==> src/rtl/register_pipe_pkg.sv <==
// Shared defaults and sizing helpers for the register_pipe valid-tagged delay line.
package register_pipe_pkg;

  localparam int DEF_WIDTH     = 8;
  localparam int DEF_DEPTH     = 4;
  localparam int DEF_RESET_VAL = 0;

  // Occupancy must represent 0..depth inclusive, hence depth+1 codes.
  function automatic int occ_width(input int depth);
    return $clog2(depth + 1);
  endfunction

endpackage

==> src/rtl/pipe_stage.sv <==
// One data+valid stage: data moves on en, valid is cleared by flush with priority.
module pipe_stage
  import register_pipe_pkg::*;
#(
  parameter int               WIDTH     = DEF_WIDTH,
  parameter logic [WIDTH-1:0] RESET_VAL = WIDTH'(DEF_RESET_VAL)
) (
  input  logic             clk,
  input  logic             rst,
  input  logic             en,
  input  logic             flush,
  input  logic             in_valid,
  input  logic [WIDTH-1:0] d,
  output logic             out_valid,
  output logic [WIDTH-1:0] q
);

  always_ff @(posedge clk or posedge rst) begin
    if (rst) begin
      q         <= RESET_VAL;
      out_valid <= 1'b0;
    end else begin
      if (en) begin
        q <= d;
      end
      // Data still follows en during a flush; only the tag is killed.
      if (flush) begin
        out_valid <= 1'b0;
      end else if (en) begin
        out_valid <= in_valid;
      end
    end
  end

endmodule

==> src/rtl/register_pipe.sv <==
// Enable-gated register pipeline of DEPTH pipe_stage instances with flush and a registered occupancy count.
module register_pipe
  import register_pipe_pkg::*;
#(
  parameter int               WIDTH     = DEF_WIDTH,
  parameter int               DEPTH     = DEF_DEPTH,
  parameter logic [WIDTH-1:0] RESET_VAL = WIDTH'(DEF_RESET_VAL)
) (
  input  logic                          clk,
  input  logic                          rst,
  input  logic                          en,
  input  logic                          flush,
  input  logic                          in_valid,
  input  logic [WIDTH-1:0]              d,
  output logic [WIDTH-1:0]              q,
  output logic                          out_valid,
  output logic [occ_width(DEPTH)-1:0]   occupancy
);

  localparam int OCC_W = occ_width(DEPTH);

  logic [WIDTH-1:0] stage_data [DEPTH];
  logic [DEPTH-1:0] valid_vec;
  logic [DEPTH-1:0] valid_next;
  logic [OCC_W-1:0] occ_next;

  for (genvar g = 0; g < DEPTH; g++) begin : g_stage
    if (g == 0) begin : g_head
      pipe_stage #(
        .WIDTH     (WIDTH),
        .RESET_VAL (RESET_VAL)
      ) u_stage (
        .clk       (clk),
        .rst       (rst),
        .en        (en),
        .flush     (flush),
        .in_valid  (in_valid),
        .d         (d),
        .out_valid (valid_vec[g]),
        .q         (stage_data[g])
      );
    end else begin : g_body
      pipe_stage #(
        .WIDTH     (WIDTH),
        .RESET_VAL (RESET_VAL)
      ) u_stage (
        .clk       (clk),
        .rst       (rst),
        .en        (en),
        .flush     (flush),
        .in_valid  (valid_vec[g-1]),
        .d         (stage_data[g-1]),
        .out_valid (valid_vec[g]),
        .q         (stage_data[g])
      );
    end
  end

  // Predict the valid vector the stages will hold after this edge so the
  // count lands on the same edge as the flags themselves.
  always_comb begin
    valid_next = valid_vec;
    if (flush) begin
      valid_next = '0;
    end else if (en) begin
      valid_next[0] = in_valid;
      for (int i = 1; i < DEPTH; i++) begin
        valid_next[i] = valid_vec[i-1];
      end
    end
    occ_next = '0;
    for (int i = 0; i < DEPTH; i++) begin
      occ_next = occ_next + OCC_W'(valid_next[i]);
    end
  end

  always_ff @(posedge clk or posedge rst) begin
    if (rst) begin
      occupancy <= '0;
    end else begin
      occupancy <= occ_next;
    end
  end

  assign q         = stage_data[DEPTH-1];
  assign out_valid = valid_vec[DEPTH-1];

endmodule

==> config.mk <==
export PLATFORM = sky130hd
export DESIGN_NAME = register_pipe
export DESIGN_NICKNAME = d
export VERILOG_FILES = /design/src/rtl/register_pipe_pkg.sv /design/src/rtl/pipe_stage.sv /design/src/rtl/register_pipe.sv
export SDC_FILE = /design/constraint.sdc
export NUM_CORES = 1
export LEC_CHECK = 0
export BUFFER_PORTS_ARGS = -buffer_cell sky130_fd_sc_hd__buf_2
export CAP_MARGIN = 20
export CORE_MARGIN = 2
export CORE_UTILIZATION = 45
export DETAILED_ROUTE_END_ITERATION = 16
export PLACE_DENSITY_LB_ADDON = 0.3
export SKIP_CTS_REPAIR_TIMING = 1
export SLEW_MARGIN = 20
export SYNTH_ARGS = -nofsm -noshare
export SYNTH_HDL_FRONTEND = slang
export SYNTH_SLANG_ARGS = --single-unit
==> constraint.sdc <==
create_clock -name clk -period 3.73 [get_ports clk]
set_input_delay 1.119 -clock clk [delete_from_list [all_inputs] [get_ports clk]]
set_output_delay 1.119 -clock clk [all_outputs]
set_load 0.01 [all_outputs]
# After elaboration in Yosys (flattened, before gate mapping)
# Index checks and enable logic that the tools add are counted.
dict set report word_totals {
  ff_bits 39
  latch_bits 0
  mem_bits_rw 0
  mem_bits_ro 0
  output_inout_bits 12
  n_memories 0
}
dict set report op_classes {
  add_sub_neg 3
  n_mul 0
  div 0
  n_lt_le_gt_ge 0
  eq_ne 0
  shifts 0
  muxes 10
  n_bitwise 0
  n_reduce_logical 1
}
# op n
set ops {}
lappend ops {{2-to-1 mux 1 bit} 8}
lappend ops {{2-to-1 mux 4 bit} 2}
lappend ops {{adder 2 x 1 -> 3 bit} 1}
lappend ops {{adder 3 x 1 -> 3 bit} 1}
lappend ops {{adder 1 x 1 -> 2 bit} 1}
lappend ops {{nonzero test 2 bit} 1}

# Depth between registers and ports, before layout
# Gate-level depths: netlist (run 1).
dict set report depth {
  ltp_word 5
  mapped_depth 7
  ltp_nobuf 5
}

# Cells and area by module
# Synthesis (run 1) repeated with hierarchy kept, for this count alone.
dict set report unflattened {
  hier_cells 100
  area_unflattened_um2 1680.4
}
# module instances cells_per_inst area_per_inst_um2
set modules_own_cells {}
lappend modules_own_cells {pipe_stage 4 21 374.1}
lappend modules_own_cells {register_pipe 1 16 183.9}

# Worst setup path after synthesis (run 1)
# No wires, ideal clock.
dict set report synth_path {
  path_type {input to register}
  start {input port en}
  end {register occupancy[1]}
  setup_time_ns 0.126
  t_arrival_ns 2.616
  required_ns 3.604
  slack_ns 0.988
  cell_stages 7
  cell_sequence {buf_6 buf_12 mux2i_1 nor2_1 fa_1 ha_1 ha_1}
}
dict set report synth_between {
  elab_chain_cells 5
}
# item line_no
set synth_rtl {}
lappend synth_rtl {{start, declared} register_pipe.sv:11} ;# input logic en,
lappend synth_rtl {{2-to-1 mux 4 bit (*)} register_pipe.sv:65} ;# end else if (en) begin
lappend synth_rtl {{2-to-1 mux 4 bit (*)} register_pipe.sv:63} ;# if (flush) begin
lappend synth_rtl {{adder 1 x 1 -> 2 bit} register_pipe.sv:73} ;# occ_next = occ_next + OCC_W'(valid_next[i]);
lappend synth_rtl {{adder 2 x 1 -> 3 bit} register_pipe.sv:73}
lappend synth_rtl {{adder 3 x 1 -> 3 bit (*)} register_pipe.sv:73}
lappend synth_rtl {{net occ_next[1]} register_pipe.sv:25} ;# logic [OCC_W-1:0] occ_next;
lappend synth_rtl {{end signal, assigned} register_pipe.sv:81} ;# occupancy <= occ_next;
lappend synth_rtl {{end, declared} register_pipe.sv:17} ;# output logic [occ_width(DEPTH)-1:0] occupancy
# The timed path passes the listed nets; every way through them passes the cells marked *.
# A chain may end at the register's enable or synchronous reset.

# Worst setup path in the final report (run 1)
# Ends and elaborated chain as after synthesis.

==> results.txt, run 1 <==
The flow ran to the end, and the final reports show no timing, DRC or antenna violations. The number of buffers added by the clock tree synthesis step came out at 5. The register clock-pin slew on the reported worst setup and hold paths is 0.11 ns.

The chip height is 64.1 um. In the layout the commonest cells are sky130_fd_sc_hd__dfrtp_1 (39), sky130_fd_sc_hd__mux2_4 (26), sky130_fd_sc_hd__buf_2 (24). The maximum number of buffers from clock root to sink came out at 2. Power spread over the standard cell area amounts to 521 nW/um^2. The number of storage elements in the synthesis netlist is 39. Once placement finished, the instance area stood at 1750 um^2. The final hold violation count came out at 0. Leaving out fill and tap cells, the most frequent cell in the layout is sky130_fd_sc_hd__dfrtp_1.

The worst-case IR drop observed on VDD is 0.336 mV. The diode insertion count for antenna repair is 0. The adder-cell share of the synthesized area is under 10%. The highest fanout seen on the critical path is 13. The multiplexer area fraction after synthesis came out at approximately 31%. The sum of overflow across all layers after global routing came out at 0. For this design the static power due to leakage is roughly 0.94 nW.

The synthesized design devotes to its leading area cell type 60.0% of total area. The most critical setup path has its endpoint at occupancy[1]. The routed layout has 807 vias.

The number of maximum-capacitance violations is 0. The endpoint arrival time on the critical path came out at 2.77 ns. The worst max-slew margin expressed relative to the limit came out at a little under 70%. The top achievable clock speed came out at 394 MHz. Setup repair after global routing left no endpoint under its margin. The actual slew at the worst max-slew pin came out at 0.469 ns.

The DRC violation total after the first TritonRoute iteration came out at 12. The length in cells of the worst reg-to-reg path came out at 5. The number of rows in the core area came out at 21. Counting every net in the synthesized netlist gives 108. The average routed wire per standard cell is 13.4 um. The post-synthesis cell type count came out at 11. The first global-routing pass estimated between 3000 and 4000 um of wire. Between clock sinks in the finished design, the worst skew comes to 0.00929 ns. Summing the areas of all compound-gate instances in the mapped netlist gives 0% of the synthesized area.

The detail route stage leaves a number of antenna-violating nets equal to 0. The die area is between 4000 and 5000 um^2. The worst setup path startpoint is en.

The placeable core area came out at 3420 um^2. The detailed placer's ending HPWL is 1520 um. The final cycle utilization of the critical path came out at between 60% and 70%.

The final instance area came out at 1830 um^2. The endpoint identified for the worst register-to-register timing path is occupancy[1]. CTS placed an instance of sky130_fd_sc_hd__clkbuf_4 at the clock tree root. The share of final-layout standard cells stronger than drive strength 1 is 54.5%.

The post-synthesis instance area is 1630 um^2. The quantity of I/O buffers inserted on ports is 24. The critical path is of the input port to register type.

The TritonCTS clock tree is yes. STA puts the critical path data required time at 3.97 ns. The area growth from synthesis to layout is 12.2%. The final-report max-slew violation count is 0. The first TritonRoute pass finished after 3 iterations. At the end of routability-driven placement, the weighted congestion stood at slightly below 0.7. After detailed routing, the number of remaining DRC violations is 0.

Global routing used between 10% and 20% of the available tracks. The main combinational cell family by area after synthesis is multiplexers. The worst min-delay path category is register to register. The gate count of the mapped netlist came out at 92. STA classifies the critical path endpoint as a register. The xor and xnor area share after synthesis is 0%. The initial cell density of the core is about 48%. The via count of the first global-routing pass came out at between 900 and 1000. The via density per instance is 4.83. Setup violations remaining at the end of the flow were counted as 0. At the later pin of the worst-skew pair, clock insertion delay measures roughly 0.34 ns.

The simple-gate area share of the yosys netlist came out at 1.84%. The mean instance size in the synthesized netlist came out at 17.7 um^2. The sequential fraction of the synthesis area is between 50% and 60%. The number of antenna violations at the first check in global routing came out at 0. 25 I/O pins were placed. The floorplan step set the die width to 64.1 um. The worst register-to-register path begins at g_stage[0].g_head.u_stage.out_valid.

The routed wire length is ~2200 um. Ranked by total cell area, the synthesized netlist is headed by sky130_fd_sc_hd__dfrtp_1 (60%), sky130_fd_sc_hd__mux2_4 (24%), sky130_fd_sc_hd__mux2_2 (4.2%). sky130_fd_sc_hd__dfrtp_1 takes more of the synthesized area than any other cell.

The TritonCTS sink count is 39. The maximum number of pins on one net before global-route repair came out at 40. The post-route setup TNS is 0 ns. The worst setup path is launched from an input port. The final net count came out at 136.

The number of levels in the clock H-tree came out at 2. The worst path needs 2.54 ns of the cycle, external delays included. The number of warnings issued by yosys came out at 0. The worst register-to-register path has a setup slack of slightly above 2 ns.
[how the worst min path moves through the flow]
stage / start / endpoint / slack (ns) / cells past startpoint
final: g_stage[1].g_body.u_stage.q[7] / g_stage[2].g_body.u_stage.q[7] / 0.52 / 1
after floorplan: g_stage[1].g_body.u_stage.q[7] / g_stage[1].g_body.u_stage.q[7] / 0.47 / 1
after global routing: g_stage[3].g_body.u_stage.q[5] / g_stage[3].g_body.u_stage.q[5] / 0.54 / 1
after global placement: g_stage[0].g_head.u_stage.q[6] / g_stage[1].g_body.u_stage.q[6] / 0.49 / 1
after detailed placement: g_stage[2].g_body.u_stage.q[0] / g_stage[3].g_body.u_stage.q[0] / 0.49 / 1
after CTS: g_stage[2].g_body.u_stage.q[0] / g_stage[3].g_body.u_stage.q[0] / 0.52 / 1
[critical path, stage by stage]
cell,delay [ns]
sky130_fd_sc_hd__buf_2,0.34
sky130_fd_sc_hd__mux2i_1,0.27
sky130_fd_sc_hd__nor2_1,0.09
sky130_fd_sc_hd__fa_1,0.48
sky130_fd_sc_hd__ha_1,0.21
sky130_fd_sc_hd__ha_1,0.26
[routing by layer]
| metal | track usage, % | part of all wire, % | vias to the layer above |
|---|---|---|---|
| li1 | - | - | 370 |
| met1 | 15.0 | 45 | 412 |
| met2 | 20.8 | 48 | 20 |
| met3 | 5.81 | 4.9 | 5 |
| met4 | 5.59 | 2.1 | 0 |
| met5 | 0 | 0 | - |
[synth_stat cells]
| cell type | number |
|---|---|
| sky130_fd_sc_hd__mux2_4 | 26 |
| sky130_fd_sc_hd__dfrtp_1 | 39 |
| sky130_fd_sc_hd__mux2i_1 | 4 |
| sky130_fd_sc_hd__fa_1 | 1 |
| sky130_fd_sc_hd__buf_1 | 1 |
| sky130_fd_sc_hd__buf_12 | 3 |
| sky130_fd_sc_hd__inv_1 | 1 |
| sky130_fd_sc_hd__nor2_1 | 8 |
| sky130_fd_sc_hd__buf_6 | 1 |
| sky130_fd_sc_hd__mux2_2 | 6 |
| sky130_fd_sc_hd__ha_1 | 2 |
[final cells by class]
cell class                      instances  area, um^2
Tap cell                               46        57.6
Inverter                                1        3.75
Multi-Input combinational cell         47         573
Sequential cell                        39         976
Clock inverter                          3        43.8
Timing Repair Buffer                   26         135
Fill cell                             319        1590
Clock buffer                            5        37.5
[report_power, final]
group / switching [W] / internal [W] / total [W] / leakage (nW)
clock network: 0.000137 / 0.000141 / 0.000278 / 0.0452
registers: 0.0000333 / 0.000485 / 0.000518 / 0.472
logic: 0.0000562 / 0.000100 / 0.000156 / 0.425
total: 0.000226 / 0.000726 / 0.000952 / 0.942
[logic make-up (layout without fill, tap and decap cells)]
logic type	after synthesis	after routing
adders and majority gates	3	3
muxes	36	36
and+or+nand+nor	8	8
buffers and inverters	6	35
DFF	39	39
[registers in the layout, indices dropped and copies added (netlist names)]
signal / count
g_stage.g_head.u_stage.out_valid: 1
g_stage.g_body.u_stage.q: 24
occupancy: 3
g_stage.g_head.u_stage.q: 8
g_stage.g_body.u_stage.out_valid: 3
[stage by stage]
step                      power [W]  utilization (%)  hold slack [ns]  setup slack, ns  std cells
after floorplan            0.000644                -            0.475            0.988         92
after global placement     0.000679             51.1            0.486            0.868        159
after detailed placement   0.000686             51.1            0.490            0.820        159
after CTS                  0.000966             53.5            0.520             1.20        167
after global routing        0.00101             53.5            0.539             1.15        167
final                      0.000952             53.5            0.516             1.19        167
Note: power is estimated with default switching activity, not from simulation.
==> inputs of run 2 (changes only) <==
==> constraint.sdc (replaced) <==
create_clock -name clk -period 2.5 [get_ports clk]
set_input_delay 0.75 -clock clk [delete_from_list [all_inputs] [get_ports clk]]
set_output_delay 0.75 -clock clk [all_outputs]
set_load 0.01 [all_outputs]
==> run 2 against run 1 <==
  * Setup slack worse by 0.67 ns
  * Non-clock buffer count is 1 higher
  * Critical path depth stayed put
  * Flip-flop and latch count stayed put
  * Sequential share of layout area is 0.15 points higher
  * Register-to-register slack worse by 1.3 ns
  * Clock skew is 0.0054 ns lower
  * Cell area is 0.27% lower
  * Final cell count is 0.60% higher
  * Critical path type unchanged
  * Largest cell class unchanged
  * Largest power group unchanged
==> results.txt, run 2 (synthesis results as in run 1) <==
The number of fill cells in the layout came to 301 (-5.6%). The worst clock skew on the final layout is 0.00392 ns (-0.00537 ns). The number of levels in the clock H-tree came out at 2 (unchanged). The leakage power of the design is 0.940 nW (-0.19%).

The source-to-sink clock delay at the later pin of the worst-skew pair came out at 0.34 ns (about the same). The routed wire length came out at 2310 um (+2.9%). The worst setup margin is 0.522 ns (-0.671 ns). The worst max-slew margin expressed relative to the limit was 62.8% (-5.9 points). The number of buffers added by the clock tree synthesis step is 5 (unchanged). The largest stage delay on the critical path was 0.48 ns (about the same). The actual slew at the worst max-slew pin is 0.557 ns (+0.0882 ns). The via count of the first global-routing pass came out at 842 (-7.8%).

The via density per instance was 4.74 (-1.8%). The worst-case vdd ir drop was 0.466 mV (+39%). The endpoint arrival time on the critical path came out at 2.21 ns (-0.56 ns). The detailed placer's ending HPWL came out at 1590 um (+4.5%). The non-filler instance count after layout was 168 (+0.60%).

The time the worst path needs with I/O delays and setup came out at 1.98 ns. Walking the worst path, the cells encountered are buf_2, mux2i_1, nor2_1, fa_1, ha_1, ha_1. The number of rows in the core area came out at 21 (unchanged). Setup repair after global routing left no endpoint under its margin. The fraction of met1 tracks used by global routing came out at 17.7% (+2.7 points).

The final setup violation count is 0 (unchanged). The number of remaining DRC errors is 0 (unchanged). The total stage count of the critical path is 6 (unchanged). In the final layout, the registers with the most flip-flops are g_stage.g_body.u_stage.q (24), g_stage.g_head.u_stage.q (8).

The startpoint type of the worst setup path is an input port. The routability congestion estimate was 0.706 (+1.5%). The global-route usage over all layers came out at 13.4% (+0.42 points). The TritonCTS sink count is 39 (unchanged). The register clock-pin slew on the reported worst setup and hold paths is 0.11 ns (about the same). TritonCTS built the clock tree. The chip height was 64.1 um (unchanged). The count of antenna-violating nets left after detailed routing is 0 (unchanged). The placeable core area came to 3420 um^2 (unchanged). The met3 layer usage reported by global route came to 5.81% (unchanged).

The die area is 4110 um^2 (unchanged). The post-route setup TNS is 0 ns (unchanged). The maximum number of pins on one net before global-route repair came out at 34 (-15%).

The first-pass GRT wire length came out at 4020 um (+1.2%). The number of placed instances, taps included was 160 (+0.63%). CTS placed an instance of sky130_fd_sc_hd__clkbuf_4 at the clock tree root.

The maximum number of buffers from clock root to sink was 2 (unchanged). The quantity of I/O buffers inserted on ports is 24 (unchanged). The library cells used most frequently in the layout, excluding fill and tap cells, are sky130_fd_sc_hd__dfrtp_1 (39), sky130_fd_sc_hd__mux2_4 (26), sky130_fd_sc_hd__buf_2 (24).

The worst setup slack before clock tree synthesis came out at 0.145 ns (-0.675 ns). The via count is 797 (-1.2%). The sequential cell area came out at 976 um^2 (unchanged). The sum of overflow across all layers after global routing is 0 (unchanged). The flip-flop count of the largest register, all copies and words added is 24 (unchanged). The die span in x came out at 64.1 um (unchanged). The total power divided by cell area was 750 nW/um^2 (+44%). The length in cells of the worst reg-to-reg path was 5 (unchanged). The highest fanout seen on the critical path is 4 (-9). The number of maximum-capacitance violations came out at 0 (unchanged). The average routed wire per standard cell came out at 13.7 um (+2.2%). The flow ran to the end, and the final reports show no timing, DRC or antenna violations. The most critical setup path has its endpoint at occupancy[1]. The category of the critical setup timing path is input port to register. The final-report max-slew violation count is 0 (unchanged). The I/O pin count is 25 (unchanged). The register with the most flip-flops in the final layout is g_stage.g_body.u_stage.q.

The final critical path takes up 79.1% of the cycle. The required time of the worst setup path came out at 2.73 ns (-1.24 ns). The area used by multi-input combinational logic was 573 um^2 (unchanged). Leaving out fill and tap cells, the most frequent cell in the layout is sky130_fd_sc_hd__dfrtp_1. The final hold violation count came out at 0 (unchanged). In this run the worst hold path is classified as input port to asynchronous set/reset pin. The DRC violation total after the first TritonRoute iteration came out at 28 (+16).

The initial cell density of the core came out at 47.7% (unchanged). The met2 usage in global routing came out at 19.3% (-1.6 points). The startpoint identified for the worst register-to-register timing path is g_stage[0].g_head.u_stage.out_valid. The number of buffers and inverters on the critical path is 1 (unchanged). The diode insertion count for antenna repair is 0 (unchanged). The family of cells with the greatest summed delay on the critical path is adder cells. The cell that appears most often on the critical path is sky130_fd_sc_hd__ha_1. The sort of element at the end of the critical path is a register. The area added between synthesis and finish is 11.9%. The worst-case register-to-register setup slack is 0.75 ns (-1.28 ns).

In this run the critical register-to-register path is captured at occupancy[1]. The number of antenna violations at the first check in global routing is 0 (unchanged). The number of optimization iterations in the first detailed-route pass is 3 (unchanged).

On the critical path, the stage with the largest delay is an instance of sky130_fd_sc_hd__fa_1. The final net count came out at 137 (+0.74%). In this run the worst setup path begins at en. The layer with the highest usage is met2.

The top achievable clock speed came out at 506 MHz. The share of final-layout standard cells stronger than drive strength 1 is 54.1% (-0.45 points).
run 2: cell types whose count changed in the layout (fill, tap and decap cells not counted):
cell                        change
sky130_fd_sc_hd__clkinv_4       -1
sky130_fd_sc_hd__clkbuf_1       +1
sky130_fd_sc_hd__clkbuf_8       +2
sky130_fd_sc_hd__bufinv_16      -1
sky130_fd_sc_hd__clkinv_2       -1
sky130_fd_sc_hd__buf_4          +1
run 2: worst reg2reg max path: cells and delay by family (launching register included):
family	cells	cell delay, ns
flops	1	0.39
simple gates	1	0.10
mux	1	0.20
fa+ha+maj	3	0.96
run 2: layout make-up:
cell class / instances / share of cell area [%]
flip-flops and latches: 39 / 53.6
multi-input cells: 47 / 31.5
clock buffers: 8 / 3.78
well taps: 46 / 3.16
repair buffers: 27 / 7.83
inverters: 1 / 0.206
run 2: how the worst min path moves through the flow:
stage                                           endpoint  slack (ns)
after floorplan           g_stage[1].g_body.u_stage.q[7]        0.47
after global placement    g_stage[3].g_body.u_stage.q[7]        0.48
after detailed placement  g_stage[3].g_body.u_stage.q[6]        0.49
after CTS                                   occupancy[2]        0.45
after global routing      g_stage[0].g_head.u_stage.q[5]        0.50
final                     g_stage[0].g_head.u_stage.q[5]        0.44
run 2: report_power, final:
| group | switching (W) | internal, W |
|---|---|---|
| sequential | 0.0000491 | 0.000723 |
| clock | 0.000192 | 0.000166 |
| combinational | 0.0000855 | 0.000151 |
| total | 0.000327 | 0.00104 |
run 2: metal layers:
metal	vias to the layer above	part of all wire, %
li1	374	-
met1	398	49
met2	19	44
met3	6	5.1
met4	0	2.0
met5	-	0
run 2: stage by stage:
step                      cell area (um^2)  hold WS, ns  total power (W)  util [%]
after floorplan                       1630        0.475         0.000961         -
after global placement                1750        0.485          0.00101      51.3
after detailed placement              1750        0.491          0.00103      51.3
after CTS                             1820        0.450          0.00139      53.3
after global routing                  1820        0.502          0.00144      53.3
final                                 1820        0.438          0.00137      53.3
